==> config.mk <==
export PLATFORM = sky130hd
export DESIGN_NAME = multi_alarm_clock
export DESIGN_NICKNAME = d
export VERILOG_FILES = /design/src/rtl/multi_alarm_clock_pkg.sv /design/src/rtl/multi_alarm_clock_seg7_decode.sv /design/src/rtl/multi_alarm_clock.sv
export SDC_FILE = /design/constraint.sdc
export NUM_CORES = 1
export LEC_CHECK = 0
export CAP_MARGIN = 10
export CORE_MARGIN = 1.5
export CORE_UTILIZATION = 35
export CTS_BUF_LIST = sky130_fd_sc_hd__clkbuf_8
export CTS_CLUSTER_DIAMETER = 40
export CTS_CLUSTER_SIZE = 25
export DETAILED_ROUTE_END_ITERATION = 10
export HOLD_SLACK_MARGIN = 0.05
export PLACE_DENSITY = 0.51
export SYNTH_ARGS = -nofsm -noshare
export SYNTH_HDL_FRONTEND = slang
export SYNTH_SLANG_ARGS = --single-unit
export TNS_END_PERCENT = 100
==> constraint.sdc <==
create_clock -name CLOCK -period 13.1 [get_ports CLOCK]
set_input_delay 3.275 -clock CLOCK [delete_from_list [all_inputs] [get_ports CLOCK]]
set_output_delay 3.275 -clock CLOCK [all_outputs]
set_load 0.02 [all_outputs]
==> src/rtl/multi_alarm_clock_pkg.sv <==
// Shared types, constants and time helpers for the multi-alarm clock.
// Times are minute-of-day values, 0..MIN_PER_DAY-1.
package multi_alarm_clock_pkg;

   localparam int MIN_PER_DAY = 1440;
   localparam int TIME_W      = 11;

   typedef enum logic [1:0] {
      ST_IDLE,
      ST_RING,
      ST_SNOOZE
   } ring_state_e;

   // gfedcba, active-high
   localparam logic [6:0] SEG_0     = 7'h3F;
   localparam logic [6:0] SEG_1     = 7'h06;
   localparam logic [6:0] SEG_2     = 7'h5B;
   localparam logic [6:0] SEG_3     = 7'h4F;
   localparam logic [6:0] SEG_4     = 7'h66;
   localparam logic [6:0] SEG_5     = 7'h6D;
   localparam logic [6:0] SEG_6     = 7'h7D;
   localparam logic [6:0] SEG_7     = 7'h07;
   localparam logic [6:0] SEG_8     = 7'h7F;
   localparam logic [6:0] SEG_9     = 7'h6F;
   localparam logic [6:0] SEG_BLANK = 7'h00;

   function automatic logic [4:0] hour_of(input logic [TIME_W-1:0] t);
      logic [TIME_W-1:0] q;
      q = t / TIME_W'(60);
      return q[4:0];
   endfunction

   function automatic logic [5:0] min_of(input logic [TIME_W-1:0] t);
      logic [TIME_W-1:0] r;
      r = t % TIME_W'(60);
      return r[5:0];
   endfunction

   function automatic logic [TIME_W-1:0] mk_time(input logic [4:0] h, input logic [5:0] m);
      return TIME_W'(h) * TIME_W'(60) + TIME_W'(m);
   endfunction

   // Button edits wrap within their own field; a minute edit never carries.
   function automatic logic [TIME_W-1:0] adv_hour(input logic [TIME_W-1:0] t);
      logic [4:0] h;
      h = hour_of(t);
      return mk_time((h == 5'd23) ? 5'd0 : h + 5'd1, min_of(t));
   endfunction

   function automatic logic [TIME_W-1:0] adv_min(input logic [TIME_W-1:0] t);
      logic [5:0] m;
      m = min_of(t);
      return mk_time(hour_of(t), (m == 6'd59) ? 6'd0 : m + 6'd1);
   endfunction

   function automatic logic [3:0] tens_of(input logic [5:0] v);
      logic [5:0] q;
      q = v / 6'd10;
      return q[3:0];
   endfunction

   function automatic logic [3:0] units_of(input logic [5:0] v);
      logic [5:0] r;
      r = v % 6'd10;
      return r[3:0];
   endfunction

endpackage

==> src/rtl/multi_alarm_clock_seg7_decode.sv <==
// One seven-segment digit: BCD digit in, gfedcba segments out, optional blank.
module seg7_decode
   import multi_alarm_clock_pkg::*;
(
   input  logic [3:0] digit_i,
   input  logic       blank_i,
   output logic [6:0] seg_o
);

   always_comb begin
      seg_o = SEG_BLANK;
      if (!blank_i) begin
         case (digit_i)
            4'd0:    seg_o = SEG_0;
            4'd1:    seg_o = SEG_1;
            4'd2:    seg_o = SEG_2;
            4'd3:    seg_o = SEG_3;
            4'd4:    seg_o = SEG_4;
            4'd5:    seg_o = SEG_5;
            4'd6:    seg_o = SEG_6;
            4'd7:    seg_o = SEG_7;
            4'd8:    seg_o = SEG_8;
            4'd9:    seg_o = SEG_9;
            default: seg_o = SEG_BLANK;
         endcase
      end
   end

endmodule

==> src/rtl/multi_alarm_clock.sv <==
// Minute-resolution clock with N alarm slots, snooze and ring timeout.
// Display is 12/24 h seven-segment, showing either current time or a selected slot.
module multi_alarm_clock
   import multi_alarm_clock_pkg::*;
#(
   parameter  int N_ALARMS      = 2,
   parameter  int TICKS_PER_MIN = 60,
   parameter  int SNOOZE_MIN    = 5,
   parameter  int RING_MIN      = 10,
   localparam int SEL_W         = (N_ALARMS > 1) ? $clog2(N_ALARMS) : 1
) (
   input  logic             CLOCK,
   input  logic             resetn,
   input  logic             set_time,
   input  logic             alarm,
   input  logic             hours,
   input  logic             minutes,
   input  logic             toggle,
   input  logic             snooze,
   input  logic [SEL_W-1:0] alarm_sel,
   input  logic             mode_24h,
   output logic [13:0]      hr_wire,
   output logic [13:0]      min_wire,
   output logic             am_pm_wire,
   output logic             SPEAKER
);

   localparam int PRE_W   = (TICKS_PER_MIN > 1) ? $clog2(TICKS_PER_MIN) : 1;
   localparam int CNT_MAX = (RING_MIN > SNOOZE_MIN) ? RING_MIN : SNOOZE_MIN;
   localparam int CNT_W   = $clog2(CNT_MAX + 1);

   logic [TIME_W-1:0]                time_q, time_d, time_inc;
   logic [N_ALARMS-1:0][TIME_W-1:0]  slot_q, slot_d;
   logic [PRE_W-1:0]                 presc_q, presc_d;
   logic [1:0]                       hrs_q, mins_q, snz_q;
   ring_state_e                      state_q, state_d;
   logic [CNT_W-1:0]                 ring_cnt_q, ring_cnt_d;
   logic [CNT_W-1:0]                 snz_cnt_q, snz_cnt_d;

   logic hrs_edge, mins_edge, snz_edge, tick, sel_ok, alarm_hit;

   assign hrs_edge  = hrs_q[0]  & ~hrs_q[1];
   assign mins_edge = mins_q[0] & ~mins_q[1];
   assign snz_edge  = snz_q[0]  & ~snz_q[1];
   assign sel_ok    = int'(alarm_sel) < N_ALARMS;
   assign tick      = !set_time && (presc_q == PRE_W'(TICKS_PER_MIN - 1));
   assign time_inc  = (time_q == TIME_W'(MIN_PER_DAY - 1)) ? '0 : time_q + TIME_W'(1);

   // Only the free-running tick compares against the slots, so edits never ring.
   always_comb begin
      alarm_hit = 1'b0;
      for (int i = 0; i < N_ALARMS; i++)
         if (slot_q[i] == time_inc) alarm_hit = 1'b1;
   end

   always_comb begin
      time_d  = time_q;
      slot_d  = slot_q;
      presc_d = (set_time || tick) ? '0 : presc_q + PRE_W'(1);
      if (set_time) begin
         if (hrs_edge)  time_d = adv_hour(time_d);
         if (mins_edge) time_d = adv_min(time_d);
      end else begin
         if (tick) time_d = time_inc;
         if (alarm && sel_ok) begin
            if (hrs_edge)  slot_d[alarm_sel] = adv_hour(slot_d[alarm_sel]);
            if (mins_edge) slot_d[alarm_sel] = adv_min(slot_d[alarm_sel]);
         end
      end
   end

   always_ff @(posedge CLOCK or negedge resetn) begin
      if (!resetn) begin
         time_q  <= '0;
         slot_q  <= '0;
         presc_q <= '0;
         hrs_q   <= '0;
         mins_q  <= '0;
         snz_q   <= '0;
      end else begin
         time_q  <= time_d;
         slot_q  <= slot_d;
         presc_q <= presc_d;
         hrs_q   <= {hrs_q[0], hours};
         mins_q  <= {mins_q[0], minutes};
         snz_q   <= {snz_q[0], snooze};
      end
   end

   always_ff @(posedge CLOCK or negedge resetn) begin
      if (!resetn) begin
         state_q    <= ST_IDLE;
         ring_cnt_q <= '0;
         snz_cnt_q  <= '0;
      end else begin
         state_q    <= state_d;
         ring_cnt_q <= ring_cnt_d;
         snz_cnt_q  <= snz_cnt_d;
      end
   end

   always_comb begin
      state_d    = state_q;
      ring_cnt_d = ring_cnt_q;
      snz_cnt_d  = snz_cnt_q;
      if (!toggle) begin
         state_d = ST_IDLE;
      end else begin
         case (state_q)
            ST_IDLE: if (tick && alarm_hit) begin
               state_d    = ST_RING;
               ring_cnt_d = '0;
            end
            ST_RING: begin
               if (snz_edge) begin
                  state_d   = ST_SNOOZE;
                  snz_cnt_d = CNT_W'(SNOOZE_MIN);
               end else if (tick) begin
                  if (ring_cnt_q >= CNT_W'(RING_MIN - 1)) state_d = ST_IDLE;
                  else ring_cnt_d = ring_cnt_q + CNT_W'(1);
               end
            end
            ST_SNOOZE: if (tick) begin
               if (snz_cnt_q <= CNT_W'(1)) begin
                  state_d    = ST_RING;
                  ring_cnt_d = '0;
               end else begin
                  snz_cnt_d = snz_cnt_q - CNT_W'(1);
               end
            end
            default: state_d = ST_IDLE;
         endcase
      end
   end

   logic [TIME_W-1:0] src;
   logic [4:0]        hr24, disp_hr;
   logic [5:0]        mn;
   logic [3:0]        hr_t, hr_u, mn_t, mn_u;

   assign src = (alarm && !set_time && sel_ok) ? slot_q[alarm_sel] : time_q;
   assign hr24 = hour_of(src);
   assign mn   = min_of(src);

   always_comb begin
      disp_hr = hr24;
      if (!mode_24h) begin
         if (hr24 == 5'd0)       disp_hr = 5'd12;
         else if (hr24 > 5'd12)  disp_hr = hr24 - 5'd12;
      end
   end

   assign hr_t = tens_of({1'b0, disp_hr});
   assign hr_u = units_of({1'b0, disp_hr});
   assign mn_t = tens_of(mn);
   assign mn_u = units_of(mn);

   seg7_decode u_hr_t (.digit_i(hr_t), .blank_i(!mode_24h && hr_t == 4'd0), .seg_o(hr_wire[13:7]));
   seg7_decode u_hr_u (.digit_i(hr_u), .blank_i(1'b0), .seg_o(hr_wire[6:0]));
   seg7_decode u_mn_t (.digit_i(mn_t), .blank_i(1'b0), .seg_o(min_wire[13:7]));
   seg7_decode u_mn_u (.digit_i(mn_u), .blank_i(1'b0), .seg_o(min_wire[6:0]));

   assign am_pm_wire = !mode_24h && (hr24 >= 5'd12);
   assign SPEAKER    = (state_q == ST_RING);

endmodule

==> results_dict.tcl, run 1 <==
set metrics [dict create \
    slowest_stage "fa_1" \
    min_period_ps 13630 \
    synthDominantCellAreaShare_pct 11.7 \
    setup_tns_ps -4300 \
    ant_nets 0 \
    synth_most_common_cell "nand2_1" \
    cp-startpoint "alarm_sel" \
    hp-class "register to register" \
    rsz0062_at_grt "yes" \
    timing.final.ws_setup_ps -532 \
    overflow 0 \
    r2r_start "time_q[8]$_DFFE_PN0N_" \
    crit_path_end_kind "register" \
    ys_types 121 \
    wl_per_cell_um 15.7 \
    nNetsFinal 1929 \
    synthArstFlopShare_pct 100 \
    grt_pass1_wl_um 58000 \
    cts_tree "yes" \
    synth_seq_cells 55 \
    gp_congestion 0.870 \
    fmaxAchievable_mhz 73.4 \
    worstSetupStartpointType "input port" \
    port_buffers 39 \
    clkTransAtPathRegs_ps 130 \
    finalWirelength_um 35000 \
    cts.htree.levels 2 \
    via_per_inst 5.47 \
    worst_path_most_repeated_cell "fa_1" \
    cts_hold_buf 0 \
    worstHoldStart "mins_q[0]$_DFF_PN0_" \
    syn-cell-area_um2 11800 \
    synth_top_cells_by_count "nand2_1 (147), nor2_1 (138), inv_1 (108), o21ai_0 (108), a21oi_1 (101)" \
    status "finished, violations left" \
    first_pass_iters 5 \
    grt_max_degree 56 \
    drtIter0Drc 667 \
    fin_crit_sh_pct 104 \
    grtUsageTotal_pct 19.6 \
    cpPeakStageDelay_ps 560 \
    drv_slew 0 \
    violations "negative setup slack" \
    antenna_found_initial 0 \
    core_um2 33400 \
    avgSynthCellArea_um2 7.54 \
    syn_inst 1564 \
    critPathMaxFanout 8 \
    nFillCells 3458 \
    numCtsBuffers 5 \
    cts_sinks 55 \
    syn_to_final_growth_pct 29.1 \
    yosysWarnings 0 \
    tightest_slew_ps 1170 \
    dp_hpwl_um 27200 \
    cts_root_buf "clkbuf_8" \
    fin_worst_skew_ps 17.1 \
    crit_arrival_ps 13880 \
    remaining_drc_errors 0 \
    drv_cap 0 \
    synth_nets 1705 \
    hold_viol 0 \
    required_ps 13340 \
    drive_gt1_share_pct 26.7 \
    slew_headroom_pct 22.1 \
    synthFlopType "dfrtp_1" \
    die_w_um 187 \
    clock_latency_ps 350 \
    setup_viol 12 \
    antenna_cells 0 \
    dieArea_um2 34800 \
    die_h_um 187 \
    grt_pass1_vias 11800 \
    start_util_pct 35.3 \
    rows 67 \
    pin_count 40 \
    yosys.area.top_type "dfrtp_1" \
    yosysSeqAreaShare_pct 11.7 \
    ys_top_cells_by_area "dfrtp_1 (12%), ha_1 (11%), fa_1 (5.4%)" \
    synth_edf_count 0 \
    num_vias 12200 \
    path_class "input port to register" \
    clockBufferDepth 2 \
]
registers in the layout (all words and copies together), names as in the netlist:
signal	cells
state_q	2
ring_cnt_q	4
hrs_q	2
presc_q	6
time_q	11
mins_q	2
slot_q	22
snz_q	2
snz_cnt_q	4
per-layer routing:
layer / vias to the layer above / GRT usage (%) / part of all wire (%)
met3: 28 / 1.77 / 2.5
li1: 6130 / - / -
met1: 5903 / 26.9 / 48
met4: 0 / 3.10 / 1.1
met2: 182 / 34.1 / 48
met5: - / 0 / 0
cell families after synthesis:
family | Yosys count | synth area share (%)
and+or+nand+nor | 529 | 22.4
AOI/OAI and AO/OA | 506 | 29.5
buffers and inverters | 167 | 5.81
xor gates and xnor gates | 102 | 7.57
adders and majority gates | 140 | 16.7
muxes | 65 | 6.31
DFF | 55 | 11.7
cell type report:
cell class | count | area, µm² | area share (%)
Multi-Input combinational cell | 1342 | 10600 | 69.3
Timing Repair Buffer | 273 | 2200 | 14.5
Sequential cell | 55 | 1380 | 9.07
Tap cell | 448 | 561 | 3.68
Inverter | 111 | 424 | 2.79
Clock buffer | 5 | 68.8 | 0.452
Clock inverter | 3 | 27.5 | 0.181
worst max-delay path: cells and delay by family:
kind / cells / cell delay (ps)
AND/OR/NAND/NOR: 8 / 930
XOR/XNOR: 3 / 580
buffers and inverters: 8 / 700
AO/OA/AOI/OAI: 18 / 3660
adder cells (fa/ha/maj): 10 / 3950
multiplexers: 3 / 760
through the flow:
step / hold slack (ps) / area, µm² / cells / worst slack, ps / util, %
2_1_floorplan: 368 / 11900 / 1564 / -915 / -
3_3_place_gp: 376 / 14000 / 2175 / -1280 / 41.9
3_5_place_dp: 388 / 14000 / 2175 / -1560 / 41.9
4_1_cts: 415 / 14700 / 2224 / -825 / 44.1
5_1_grt: 446 / 15200 / 2237 / -989 / 45.6
6_report: 409 / 15200 / 2237 / -532 / 45.6
path summary, 6_finish.rpt:
path | end | cells past startpoint | slack, ps
worst max-delay path | slot_q[21]$_DFFE_PN0P_ | 50 | -530
worst min-delay path | mins_q[1]$_DFF_PN0_ | 0 | 410
worst max register to register | time_q[10]$_DFFE_PN0N_ | 47 | 890
worst min register to register | mins_q[1]$_DFF_PN0_ | 0 | 410
max in group asynchronous | time_q[10]$_DFFE_PN0N_ | 2 | 9470
min in group asynchronous | presc_q[1]$_DFF_PN0_ | 2 | 3070
cells in the final DEF (no fill, tap or decap), drive strengths merged, types with 30 or more instances in the layout:
cell type / Yosys / routed
a211oi: 31 / 31
a21oi: 107 / 107
a31oi: 30 / 30
buf: 23 / 236
clkdlybuf4s50: 0 / 37
dfrtp: 55 / 55
fa: 32 / 32
ha: 99 / 99
inv: 110 / 112
mux2i: 42 / 42
nand2: 148 / 148
nand2b: 30 / 30
nand3: 48 / 48
nor2: 140 / 140
nor3: 34 / 34
o21ai: 135 / 135
xnor2: 62 / 62
xor2: 40 / 40
timing repair:
action / CTS / global route
resized for setup: 79 / 91
setup endpoints to repair: 16 / 33
pin swaps: 66 / 59
buffers inserted: 46 / 15
Power of run 1 is left out: the tool's default activity adds up to more than one toggle a clock period on the data nets, which glitch-free logic cannot reach.
==> inputs of run 2 (changes only) <==
- CTS_CLUSTER_SIZE: 25 -> not set
==> results of run 2 <==
Final layout, timing and power as in run 1 (identical DEF).
Power of run 2 is left out for the same reason.
==> inputs of run 3 (changes only) <==
- REMOVE_ABC_BUFFERS: not set -> 1
- clock period: 13.1 -> 14.05 ns (I/O delays scaled with it)
==> run 3 against run 2 <==
  * The flow still finishes with violations (negative setup slack)
  * Critical path depth is 4 lower
  * Clock skew is 2.3 ps lower
  * Worst setup slack better by 470 ps
  * Clock-buffer cell count stayed put
  * Core utilization is 1.9 points lower
  * Cell area is 4.1% lower
  * First-iteration DRC count is 24% higher
  * Non-clock buffer count is 32 lower
  * Critical path type unchanged
==> results_dict.tcl, run 3 (synthesis results as in run 1) <==
set metrics [dict create \
    status "finished, violations left" \
    violations "negative setup slack" \
    fin_worst_skew_ps 14.8 \
    antenna_found_initial 0 \
    via_per_inst 5.46 \
    num_vias 12000 \
    drive_gt1_share_pct 21.7 \
    cts.htree.levels 2 \
    drtIter0Drc 830 \
    fin_crit_sh_pct 100 \
    largest-register "slot_q" \
    tightest_slew_ps 1170 \
    remaining_drc_errors 0 \
    finalWirelength_um 34400 \
    ant_nets 0 \
    grt_pass1_wl_um 57000 \
    cts_sinks 55 \
    critPathMaxFanout 8 \
    hold_slack_ps 409 \
    dieArea_um2 34800 \
    port_buffers 39 \
    die_w_um 187 \
    rsz0062_at_grt "yes" \
    grt_pass1_vias 11300 \
    numCtsBuffers 5 \
    worst_path_most_repeated_cell "fa_1" \
    hp-class "register to register" \
    drv_slew 0 \
    hold_viol 0 \
    nFillCells 3418 \
    cpPeakStageDelay_ps 550 \
    setup_viol 4 \
    slowest_stage "fa_1" \
    start_util_pct 35.3 \
    cts_tree "yes" \
    timing.final.ws_setup_ps -61.1 \
    drv_cap 0 \
    crit_arrival_ps 14320 \
    slew_headroom_pct 21.6 \
    die_h_um 187 \
    worstSetupStartpointType "input port" \
    reg.largest.list "slot_q: 22 flops, time_q: 11 flops, presc_q: 6 flops" \
    layout_commonest_cell "buf_4" \
    fmaxAchievable_mhz 70.9 \
    hold_depth 0 \
    first_pass_iters 5 \
    cts_root_buf "clkbuf_8" \
    required_ps 14260 \
    final_cell_mix "buf_4 (198), nand2_1 (145), nor2_1 (137)" \
    path_class "input port to register" \
    dp_hpwl_um 27200 \
    multiInputGateArea_um2 10200 \
    clkTransAtPathRegs_ps 110 \
    clock_latency_ps 320 \
    seq_area_um2 1380 \
    nNetsFinal 1897 \
    rows 67 \
    min_period_ps 14110 \
    gp_congestion 0.847 \
    pin_count 40 \
    overflow 0 \
    crit_path_end_kind "register" \
    core_um2 33400 \
    largest_register_ff_count 22 \
    syn_to_final_growth_pct 23.8 \
    reg2reg_depth 45 \
    clockBufferDepth 2 \
    grtUsageTotal_pct 19.3 \
    antenna_cells 0 \
    grt_max_degree 56 \
    wl_per_cell_um 15.6 \
]
## run 3: cell count changes in the layout (fill, tap and decap cells not counted), moves of 7 or more
cell     delta
buf_6      -12
o21ai_0     +9
buf_4      -22
a21oi_1     +7
## run 3: final timing paths
path / startpoint / endpoint / slack [ps]
worst max-delay path: alarm_sel / slot_q[9]$_DFFE_PN0P_ / -60
worst min-delay path: mins_q[0]$_DFF_PN0_ / mins_q[1]$_DFF_PN0_ / 410
worst max register to register: time_q[10]$_DFFE_PN0N_ / time_q[10]$_DFFE_PN0N_ / 1270
worst min register to register: mins_q[0]$_DFF_PN0_ / mins_q[1]$_DFF_PN0_ / 410
max in group asynchronous: resetn / slot_q[6]$_DFFE_PN0P_ / 10250
min in group asynchronous: resetn / snz_q[0]$_DFF_PN0_ / 3310
## run 3: metrics by stage
step / worst slack (ps) / area [µm²] / utilization [%] / std cells / TNS (ps)
2_1_floorplan: -643 / 11500 / - / 1508 / -4400
3_3_place_gp: -969 / 13700 / 41.0 / 2154 / -9930
3_5_place_dp: -1190 / 13700 / 41.0 / 2154 / -13310
4_1_cts: -57.8 / 14300 / 42.9 / 2196 / -64.9
5_1_grt: -549 / 14600 / 43.8 / 2205 / -6700
6_report: -61.1 / 14600 / 43.8 / 2205 / -185
## run 3: worst max-delay path, delay by kind of cell
family | cells | cell delay (ps)
compound gates | 14 | 3450
xor+xnor | 3 | 490
fa+ha+maj | 9 | 3840
buf+inv | 7 | 710
mux | 3 | 820
simple gates | 10 | 1490
## run 3: cell type report
type / instances / area share [%]
Multi-Input combinational cell: 1342 / 69.7
Timing Repair Buffer: 241 / 13.3
Sequential cell: 55 / 9.43
Tap cell: 448 / 3.84
Inverter: 111 / 2.91
Clock buffer: 5 / 0.471
Clock inverter: 3 / 0.291
## run 3: per-layer routing
metal | up-vias | track usage [%] | part of all wire, %
li1 | 6058 | - | -
met1 | 5706 | 26.4 | 48
met2 | 239 | 33.2 | 47
met5 | - | 0 | 0
met3 | 26 | 1.75 | 3.4
met4 | 0 | 3.63 | 1.5
## run 3: timing repair
| item | CTS | global route |
|---|---|---|
| hold endpoints to repair | 0 | 0 |
| pin swaps | 47 | 44 |
| setup buffers | 34 | 11 |
| gates resized for setup | 60 | 42 |
| endpoints found under the setup margin | 12 | 21 |
| gates cloned | 0 | 0 |
| hold buffers | 0 | 0 |
Power of run 3 is left out for the same reason.
